## src/rtl/mips20_prog_loader.sv

```systemverilog
// MIPS20 program loader: framed byte stream -> big-endian words -> memory write port.
// Optional trailing XOR checksum byte when MIPS20_LOADER_CHECKSUM_EN is defined.
module mips20_prog_loader #(
    parameter int ADDR_W    = 10,
    parameter int DEPTH     = 1024,
    parameter int BASE_ADDR = 0
) (
    input  logic              clk1,
    input  logic              rst,
    input  logic              in_valid,
    input  logic [7:0]        in_data,
    output logic              in_ready,
    input  logic              start,
    output logic              mem_we,
    output logic [ADDR_W-1:0] mem_addr,
    output logic [31:0]       mem_wdata,
    output logic              cpu_run,
    output logic              busy,
    output logic              error,
    output logic [15:0]       word_count
);

`ifdef MIPS20_LOADER_CHECKSUM_EN
    typedef enum logic [2:0] {
        S_IDLE, S_LEN_LO, S_DATA, S_CKSUM, S_FLUSH, S_DONE, S_ERR
    } state_t;
    localparam state_t S_TAIL = S_CKSUM;
`else
    typedef enum logic [2:0] {
        S_IDLE, S_LEN_LO, S_DATA, S_FLUSH, S_DONE, S_ERR
    } state_t;
    localparam state_t S_TAIL = S_FLUSH;
`endif

    localparam logic [16:0]       DEPTH_L = 17'(DEPTH);
    localparam logic [ADDR_W-1:0] BASE_L  = ADDR_W'(BASE_ADDR);

    state_t              state_q, state_d;
    logic [7:0]          len_hi_q, len_hi_d;
    logic [15:0]         len_q, len_d;
    logic [1:0]          bcnt_q, bcnt_d;
    logic [23:0]         word_q, word_d;
    logic [15:0]         wc_q, wc_d;
    logic                we_q, we_d;
    logic [ADDR_W-1:0]   addr_q, addr_d;
    logic [31:0]         wdata_q, wdata_d;
`ifdef MIPS20_LOADER_CHECKSUM_EN
    logic [7:0]          csum_q, csum_d;
`endif

    logic                acc;
    logic [15:0]         n_len;

    assign acc   = in_valid & in_ready;
    assign n_len = {len_hi_q, in_data};

    always_comb begin
        in_ready = 1'b0;
        unique case (state_q)
            S_IDLE, S_LEN_LO, S_DATA: in_ready = 1'b1;
`ifdef MIPS20_LOADER_CHECKSUM_EN
            S_CKSUM:                  in_ready = 1'b1;
`endif
            default:                  in_ready = 1'b0;
        endcase
    end

    assign cpu_run    = (state_q == S_DONE);
    assign error      = (state_q == S_ERR);
    assign busy       = !(state_q inside {S_IDLE, S_DONE, S_ERR});
    assign mem_we     = we_q;
    assign mem_addr   = addr_q;
    assign mem_wdata  = wdata_q;
    assign word_count = wc_q;

    always_comb begin
        state_d  = state_q;
        len_hi_d = len_hi_q;
        len_d    = len_q;
        bcnt_d   = bcnt_q;
        word_d   = word_q;
        wc_d     = wc_q;
        we_d     = 1'b0;
        addr_d   = addr_q;
        wdata_d  = wdata_q;
`ifdef MIPS20_LOADER_CHECKSUM_EN
        csum_d   = csum_q;
`endif
        unique case (state_q)
            S_IDLE: begin
                if (acc) begin
                    len_hi_d = in_data;
                    state_d  = S_LEN_LO;
                end
            end
            S_LEN_LO: begin
                if (acc) begin
                    len_d  = n_len;
                    bcnt_d = 2'd0;
`ifdef MIPS20_LOADER_CHECKSUM_EN
                    csum_d = 8'h00;
`endif
                    if ({1'b0, n_len} > DEPTH_L) begin
                        state_d = S_ERR;
                    end else if (n_len == 16'd0) begin
                        state_d = S_TAIL;
                    end else begin
                        state_d = S_DATA;
                    end
                end
            end
            S_DATA: begin
                if (acc) begin
                    word_d = {word_q[15:0], in_data};
                    bcnt_d = bcnt_q + 2'd1;
`ifdef MIPS20_LOADER_CHECKSUM_EN
                    csum_d = csum_q ^ in_data;
`endif
                    // Fourth byte completes the word; the write strobe follows the accepting edge.
                    if (bcnt_q == 2'd3) begin
                        we_d    = 1'b1;
                        addr_d  = BASE_L + wc_q[ADDR_W-1:0];
                        wdata_d = {word_q, in_data};
                        wc_d    = wc_q + 16'd1;
                        if (wc_q + 16'd1 == len_q) begin
                            state_d = S_TAIL;
                        end
                    end
                end
            end
`ifdef MIPS20_LOADER_CHECKSUM_EN
            S_CKSUM: begin
                if (acc) begin
                    state_d = (in_data == csum_q) ? S_FLUSH : S_ERR;
                end
            end
`endif
            S_FLUSH: state_d = S_DONE;
            S_DONE, S_ERR: begin
                if (start) begin
                    state_d = S_IDLE;
                    wc_d    = 16'd0;
                end
            end
            default: state_d = S_IDLE;
        endcase
    end

    always_ff @(posedge clk1) begin
        if (rst) begin
            state_q  <= S_IDLE;
            len_hi_q <= 8'h00;
            len_q    <= 16'd0;
            bcnt_q   <= 2'd0;
            word_q   <= 24'd0;
            wc_q     <= 16'd0;
            we_q     <= 1'b0;
            addr_q   <= '0;
            wdata_q  <= 32'd0;
`ifdef MIPS20_LOADER_CHECKSUM_EN
            csum_q   <= 8'h00;
`endif
        end else begin
            state_q  <= state_d;
            len_hi_q <= len_hi_d;
            len_q    <= len_d;
            bcnt_q   <= bcnt_d;
            word_q   <= word_d;
            wc_q     <= wc_d;
            we_q     <= we_d;
            addr_q   <= addr_d;
            wdata_q  <= wdata_d;
`ifdef MIPS20_LOADER_CHECKSUM_EN
            csum_q   <= csum_d;
`endif
        end
    end

endmodule

```

## config.mk

```make
export PLATFORM = sky130hd
export DESIGN_NAME = mips20_prog_loader
export DESIGN_NICKNAME = d
export VERILOG_FILES = /design/src/rtl/mips20_prog_loader.sv
export SDC_FILE = /design/constraint.sdc
export NUM_CORES = 1
export LEC_CHECK = 0
export CORE_MARGIN = 8
export CORE_UTILIZATION = 54
export CTS_BUF_LIST = sky130_fd_sc_hd__clkbuf_16
export CTS_CLUSTER_SIZE = 12
export DETAILED_ROUTE_END_ITERATION = 10
export HOLD_SLACK_MARGIN = 0.03
export PLACE_DENSITY_LB_ADDON = 0.15
export SLEW_MARGIN = 20
export SYNTH_ARGS = -nofsm -noshare
export SYNTH_HDL_FRONTEND = slang
export SYNTH_SLANG_ARGS = --single-unit
```

## constraint.sdc

```tcl
create_clock -name clk1 -period 2.2 [get_ports clk1]
set_input_delay 0.33 -clock clk1 [delete_from_list [all_inputs] [get_ports clk1]]
set_output_delay 0.33 -clock clk1 [all_outputs]
set_load 0.02 [all_outputs]
```

## Yosys cells after proc, flatten, opt, wreduce, memory -nomap -nowiden

Cells that the tools add are included.

| cells by class | value |
|---|---|
| add/sub/neg operators | 2 |
| $lt $le $gt $ge | 1 |
| equality and inequality tests | 13 |
| muxes and demuxes | 18 |
| bitwise logic cells | 3 |
| reductions and logical operators | 16 |

Operator list:

| operator | count |
|---|---|
| $mux W16 | 3 |
| $pmux W16 S2 | 1 |
| $mux W3 | 7 |
| $add A16 B1 Y16 const B | 1 |
| $eq A16 B16 Y1 | 1 |
| $gt A16 B11 Y1 const B | 1 |
| $logic_not A16 Y1 | 1 |
| $pmux W3 S5 | 1 |
| $ne A2 B2 Y1 const B | 6 |
| $eq A3 B2 Y1 const B | 2 |
| $eq A3 B3 Y1 const B | 2 |
| $reduce_and A2 Y1 | 3 |
| $reduce_and A3 Y1 | 2 |
| $reduce_and A6 Y1 | 1 |
| $reduce_or A3 Y1 | 2 |
| $mux W2 | 2 |
| $pmux W2 S2 | 1 |
| $reduce_and A4 Y1 | 1 |
| $reduce_bool A2 Y1 | 2 |
| $eq A3 B1 Y1 const B | 1 |
| $logic_not A3 Y1 | 1 |
| $mux W1 | 3 |
| $reduce_bool A3 Y1 | 1 |
| $add A2 B1 Y2 const B | 1 |
| other kinds (5) | 6 |

| word-level totals | value |
|---|---|
| register bits after elaboration | 112 |
| bits of input ports | 12 |
| output and inout bits | 63 |

## Logic depth before layout (Yosys ltp)

Gate-level depths: netlist of the first run.

| logic depth | value |
|---|---|
| depth after elaboration | 6 |
| depth in mapped cells | 9 |
| gate-level depth less buffers | 7 |

## Worst setup path before layout of the first run

OpenSTA, ideal clock, no wires.

| timing | value |
|---|---|
| kind | register to register |
| start | register wc_q[0], in the netlist word_count[0] |
| end | register state_q[0] |
| setup time | 0.062 ns |
| data arrival time | 1.966 ns |
| slack | 0.172 ns |
| stages on the path, launching flop included | 8 |
| path buffers | 0 |
| cell sequence | dfxtp_1 -> ha_1 -> nand3_1 -> nor4_2 -> xnor2_1 -> nor4b_1 -> nand4_1 -> nand3_1 |

| on the way | value |
|---|---|
| longest elaborated chain between the ends | 4 |

RTL lines:

| item | line | source |
|---|---|---|
| start: declaration | 43 | `logic [15:0] wc_q, wc_d;` |
| start signal: assignment | 169 | `wc_q <= wc_d;` |
| $add A16 B1 Y16 | 125 | `if (wc_q + 16'd1 == len_q) begin` |
| $eq A16 B16 Y1 | 125 |  |
| $ne A2 B2 Y1 (no source line) | - |  |
| $reduce_and A6 Y1 (no source line) | - |  |
| end signal: assignment | 164 | `state_q <= state_d;` |
| end: declaration | 38 | `state_t state_q, state_d;` |

Every way passes these cells.
A chain may end at the register's enable or synchronous reset.

## Worst setup path after layout of the first run

| timing | value |
|---|---|
| start | register state_q[2] |
| end | output port busy |

| on the way | value |
|---|---|
| longest elaborated chain between the ends | 3 |
| elaborated cells between the ends (all ways) | 5 |
| classes of those cells | eq/ne: 2; reduce/logical: 3 |

RTL lines:

| item | line | source |
|---|---|---|
| $eq A3 B3 Y1 / $logic_not A3 Y1 (equally long branches) | 70 | `assign busy = !(state_q inside {S_IDLE, S_DONE, S_ERR});` |
| $reduce_bool A3 Y1 (*) | 70 |  |
| $logic_not A1 Y1 (*) | 70 |  |
| end: declaration | 18 | `output logic busy,` |

Every way passes the cells marked *; elsewhere a longest branch is shown, timed or not.

==> results of run 1 <==
-- what timing repair did --
item                                    4_1_cts  5_1_grt
gates resized for setup                       0        2
buffers inserted                              0        0
endpoints found under the setup margin        0        2
-- registers in the layout (all words and copies together) (netlist names) --
signal,cells
word_q,24
len_q,16
mem_addr,10
len_hi_q,8
word_count,16
bcnt_q,2
mem_we,1
state_q,3
mem_wdata,32
-- critical path, cell delays in order (launching register included) --
cell             delay [ps]
dfxtp_1                 340
buf_4                   180
nand2b_1                200
nand2_1                 100
clkdlybuf4s50_1         610
-- metal layers --
metal	vias to the layer above	track usage	share of wire
met5	-	0	0
met4	0	0.07517	0.017
met3	18	0.05640	0.075
met2	142	0.3196	0.45
met1	2094	0.2791	0.46
li1	2218	-	-
-- cell usage after synthesis, types with 3 or more instances --
cell,number,area share
nor3_1,6,0.0062
nor2_1,29,0.023
xor2_1,5,0.0091
nor4_2,5,0.013
nand3_1,14,0.015
buf_4,3,0.0047
nand3b_1,6,0.0094
or3_1,4,0.0052
dfxtp_1,112,0.47
a211oi_1,4,0.0062
xnor2_1,16,0.029
buf_2,12,0.012
a21oi_1,110,0.11
nor2b_1,5,0.0065
and3_1,3,0.0039
and4_1,3,0.0055
a31oi_1,3,0.0039
nand4_1,4,0.0052
nand4b_1,3,0.0055
nand2_1,190,0.15
nand2b_1,7,0.0091
o21ai_0,12,0.012
clkbuf_1,29,0.023
-- power by group through the flow --
stage	clock network, mW	registers (mW)	logic (mW)
after floorplan	0	2.14	0.237
after global placement	0	2.15	0.361
after detailed placement	0	2.15	0.366
after CTS	1.66	2.11	0.368
after global routing	1.74	2.11	0.402
final	1.64	2.11	0.368
-- final timing paths --
| kind | from | end | slack, ps | cells past startpoint |
|---|---|---|---|---|
| setup / recovery | state_q[2] | busy | 90 | 4 |
| hold / removal | rst | state_q[2] | 410 | 2 |
| setup reg to reg | word_count[0] | state_q[0] | 230 | 8 |
| hold reg to reg | mem_wdata[21] | mem_wdata[21] | 460 | 2 |
-- cell families after synthesis --
| kind of cell | count (synthesis) |
|---|---|
| and+or+nand+nor | 288 |
| AOI/OAI and AO/OA | 141 |
| DFF | 112 |
| buffers and inverters | 47 |
| xor gates and xnor gates | 21 |
| muxes | 3 |
| adders and majority gates | 2 |
-- layout make-up --
| type | instances | area, µm² |
|---|---|---|
| well taps | 108 | 135.1 |
| flip-flops and latches | 112 | 2242 |
| repair buffers | 110 | 1013 |
| fillers | 749 | 2611 |
| multi-input cells | 455 | 2359 |
| inverters | 2 | 7.507 |
| clock inverters | 7 | 85.08 |
| clock buffers | 9 | 225.2 |
-- per-stage QoR --
step	hold slack (ps)	area (µm²)
after floorplan	432.1	4807
after global placement	441.3	5752
after detailed placement	448.3	5752
after CTS	411.3	6062
after global routing	427.4	6067
final	405.8	6067
==> metrics.md, run 1 <==
| Metric | Value |
|---|---|
| First-pass GRT wire length | 20400 µm |
| Power density cells | 679.1 nW/µm² |
| Rel. slew slack | 0.5426 |
| Clock tree buffer depth | 2 |
| Largest net degree at the start of global routing | 42 |
| Final worst setup slack | 93.82 ps |
| Die width | 110.4 µm |
| Power share of the clock group | 0.399 |
| CTS buffer count | 9 |
| Hold crit path type | input pin to register |
| Int Pwr | 3.025 mW |
| Clock Skew | 10.82 ps |
| All-Layer GR Usage | 0.2097 |
| Drc violations | 0 |
| Mapped Area | 4807 µm² |
| Crit Path Max Fanout | 7 |
| Commonest non-fill, non-tap cell in the layout | nand2_1 |
| Worst path arrival time | 1780 ps |
| Synth Flop Type | dfxtp_1 |
| CP Launch Type | register |
| IO Port Bufs | 74 |
| Share of cells above drive strength 1 | 0.09784 |
| Setup_tns | 0 ps |
| Post-route clock period utilization | 0.9574 |
| DIE AREA | 12180 µm² |
| CP endpoint kind | output pin |
| Net Sw Power | 1.095 mW |
| Detailed-route via count | 4472 |
| Routed WL | 12590 µm |
| Worst skew pair latency | 350 ps |
| Synth unique cells | 47 |
| Final setup vio count | 0 |
| Placed Cells incl. Taps | 787 |
| Vias/cell | 5.569 |
| Outcome | finished clean |
| Final GP Congestion | 0.9362 |
| RSZ-0062 raised after global routing | no |
| F_max | 474.8 MHz |
| Seq/Total Area, Yosys | 0.4664 |
| Slew Limit Fails | 0 |
| Diodes inserted | 0 |
| WL/cell | 15.68 µm |
| Final hold vios | 0 |
| Synth Area in Simple Gates | 0.2730 |
| Tmin final | 2106 ps |
| Post-Synth Adder-Cell Area | 0.005206 |
| Sw Ratio | 0.2658 |
| Drt first pass iters | 5 |
| Initial antenna violation count | 0 |
| Root Driver | clkbuf_16 |
| Main combinational cell family by area after synthesis | simple AND/OR/NAND/NOR gates |
| Pwr Total | 4.120 mW |
| Nets | 704 |
| Logic pwr share | 0.089 |
| Mux cell area share after synthesis | 0.006507 |
| Area Overhead vs Synth | 26.21% |
| Worst-margin pin slew | 686.2 ps |
| Synth Area in Compound Gates | 0.1668 |
| Leakage power total | 2.108 nW |
| FP Rows | 34 |
| Number of I/O pins | 75 |
| MaxCap Viol Count | 0 |
| Mean Syn Cell Area | 7.829 µm² |
| H-tree Lvls | 3 |
| Peak supply drop | 0.0004171 V |
| Most frequent cells in the layout | 189 x nand2_1, 112 x dfxtp_1, 110 x a21oi_1 |
| Cells after synthesis | 614 |
| CTS sink count | 112 |
| Finished Layout Cells | 803 |
| Post-synth EDFFs | 0 |
| HPWL after DPL | 8990 µm |
| Die Span Y | 110.4 µm |
| Starting Density | 0.5539 |
| Req. time, crit path | 1870 ps |
| Antenna Violating Nets Remaining | 0 |
| Post-synthesis net count | 628 |
| Setup CP Type | register to output pin |
| XOR/XNOR Fraction of Synth Area | 0.03826 |
| FF+latch count, synth | 112 |
| Synth async-reset ratio | 0 |
| Pre-CTS WS | 18.08 ps |
| Total congestion overflow | 0 |
| Total core area | 8678 µm² |
| CTS hold repair buffers | 0 |
| Reg clk slew, reported paths | 80 ps |
| CTS tree | done |
| Part of the power in registers | 0.511 |
| Fin util | 0.6991 |
| Yosys warns | 0 |
| Iteration-0 DRC Markers | 243 |
| Vias in the first global route | 4179 |
Note: power is estimated with default switching activity, not from simulation.
==> inputs of run 2 (changes only) <==
- CORE_UTILIZATION: 54 -> 56
- CTS_BUF_LIST: sky130_fd_sc_hd__clkbuf_16 -> sky130_fd_sc_hd__clkbuf_8
==> metrics.md, run 2 (synthesis gave the netlist of run 1 again) <==
| Metric | Value |
|---|---|
| Clock tree buffer depth | 2 |
| Reg clk slew, reported paths | 110 ps |
| Largest net degree at the start of global routing | 71 |
| Crit Path Max Fanout | 8 |
| R2r setup slk | 160 ps |
| WP depth | 3 |
| Total congestion overflow | 0 |
| Met1 GRT Util | 0.2906 |
| Die width | 108.7 µm |
| Setup_tns | 0 ps |
| DIE AREA | 11800 µm² |
| Fillers | 735 |
| Initial antenna violation count | 0 |
| Worst path arrival time | 1730 ps |
| Worst skew pair latency | 370 ps |
| CTS sink count | 112 |
| Hold Path Origin | mem_addr[3] |
| Critical Path Start | state_q[0] |
| HPWL after DPL | 8751 µm |
| Drc violations | 0 |
| CTS tree | done |
| WL/cell | 15.10 µm |
| CP Launch Type | register |
| Iteration-0 DRC Markers | 374 |
| M2 GR Usage | 0.3139 |
| RSZ-0062 raised after global routing | no |
| Peak supply drop | 0.0004569 V |
| Post-route clock period utilization | 0.9383 |
| Power density cells | 612.3 nW/µm² |
| CTS buffer count | 9 |
| Clock Skew | 14.58 ps |
| CTS hold repair buffers | 0 |
| Tmin final | 2064 ps |
| Number of I/O pins | 75 |
| RR Endpoint | state_q[0] |
| Final GP Congestion | 0.9454 |
| Gr busiest metal | met2 |
| FP Rows | 34 |
| Die Span Y | 108.7 µm |
| Critical Path, Cell by Cell | and2_1, nor2_1, clkdlybuf4s50_1 |
| R2r startpoint | word_count[0] |
| Worst-margin pin slew | 752.7 ps |
| Hold crit path type | register to register |
| Vias in the first global route | 4173 |
| Setup CP Type | register to output pin |
| Routed WL | 12160 µm |
| F_max | 484.5 MHz |
| CP endpoint kind | output pin |
| Starting Density | 0.5650 |
| Commonest non-fill, non-tap cell in the layout | nand2_1 |
| Worst Setup EP | in_ready |
| Critical path's slowest cell | clkdlybuf4s50_1 |
| Leakage power total | 2.087 nW |
| Diodes inserted | 0 |
| IO Port Bufs | 74 |
| Final hold vios | 0 |
| MaxCap Viol Count | 0 |
| Most frequent cells in the layout | 189 x nand2_1, 112 x dfxtp_1, 110 x a21oi_1 |
| Outcome | finished clean |
| Delay-heaviest family, CP | buffers and inverters |
| Drt first pass iters | 5 |
| Area Overhead vs Synth | 25.04% |
| Placed Cells incl. Taps | 789 |
| Worst R2R Path Depth | 9 |
| Nets | 706 |
| Share of cells above drive strength 1 | 0.1047 |
| Met3 Resource Use GR | 0.04255 |
| Vias/cell | 5.557 |
| Final setup vio count | 0 |
| Req. time, crit path | 1870 ps |
| First-pass GRT wire length | 20150 µm |
| Total core area | 8508 µm² |
| Antenna Violating Nets Remaining | 0 |
| Buf/Inv on CP | 1 |
| Slew Limit Fails | 0 |
| Slowest stage delay, CP | 540 ps |
| Detailed-route via count | 4473 |
| Largest register FFs | 32 |
| H-tree Lvls | 3 |
| Root Driver | clkbuf_8 |
| All-Layer GR Usage | 0.2097 |
| Finished Layout Cells | 805 |
| Rel. slew slack | 0.4982 |
run 2: routing by layer:
metal | share of wire | wire length, µm
met5 | 0 | 0
met4 | 0.019 | 227
met3 | 0.072 | 871
met1 | 0.46 | 5633
met2 | 0.45 | 5425
run 2: worst min path at each step:
stage | to | slack, ps | depth (start not counted)
floorplan | mem_wdata[24] | 430 | 2
global placement | mem_addr[1] | 440 | 2
detailed placement | mem_wdata[28] | 440 | 2
CTS | mem_wdata[28] | 460 | 2
global route | mem_addr[6] | 480 | 2
finish | mem_addr[3] | 460 | 2
run 2: area by class of cell:
class	instances	area, µm²	area share
clock buffer	9	123.9	0.02061
clock inverter	7	73.82	0.01228
inverter	2	7.507	0.001249
multi-input combinational	455	2372	0.3947
sequential	112	2242	0.3730
tap	108	135.1	0.02248
timing repair buffer	112	1056	0.1757
run 2: through the flow:
step	hold slack (ps)	worst slack [ps]	cell area (µm²)	utilization	power (mW)
finish	458.3	135.8	6011	0.7065	3.681
global route	477.9	9.553	6011	0.7065	3.823
CTS	461.0	34.59	5996	0.7047	3.701
detailed placement	444.1	1.804	5792	0.6807	2.525
global placement	441.3	57.81	5792	0.6807	2.521
floorplan	432.1	172.0	4807	-	2.376
run 2: repair_timing:
action                                  in CTS  in global routing
pin swaps                                    0                  0
hold endpoints to repair                     0                  0
buffers inserted                             0                  0
resized for setup                            1                  5
endpoints found under the setup margin       1                  4
run 2: worst min-delay path, cell delays in order (launching register included):
cell and delay (ps):
dfxtp_1 320, nand2_1 50, a21oi_1 50
run 2: report_power, final:
part	switching, mW	internal [mW]
logic	0.222	0.152
registers	0.0416	2.07
clock network	0.754	0.444
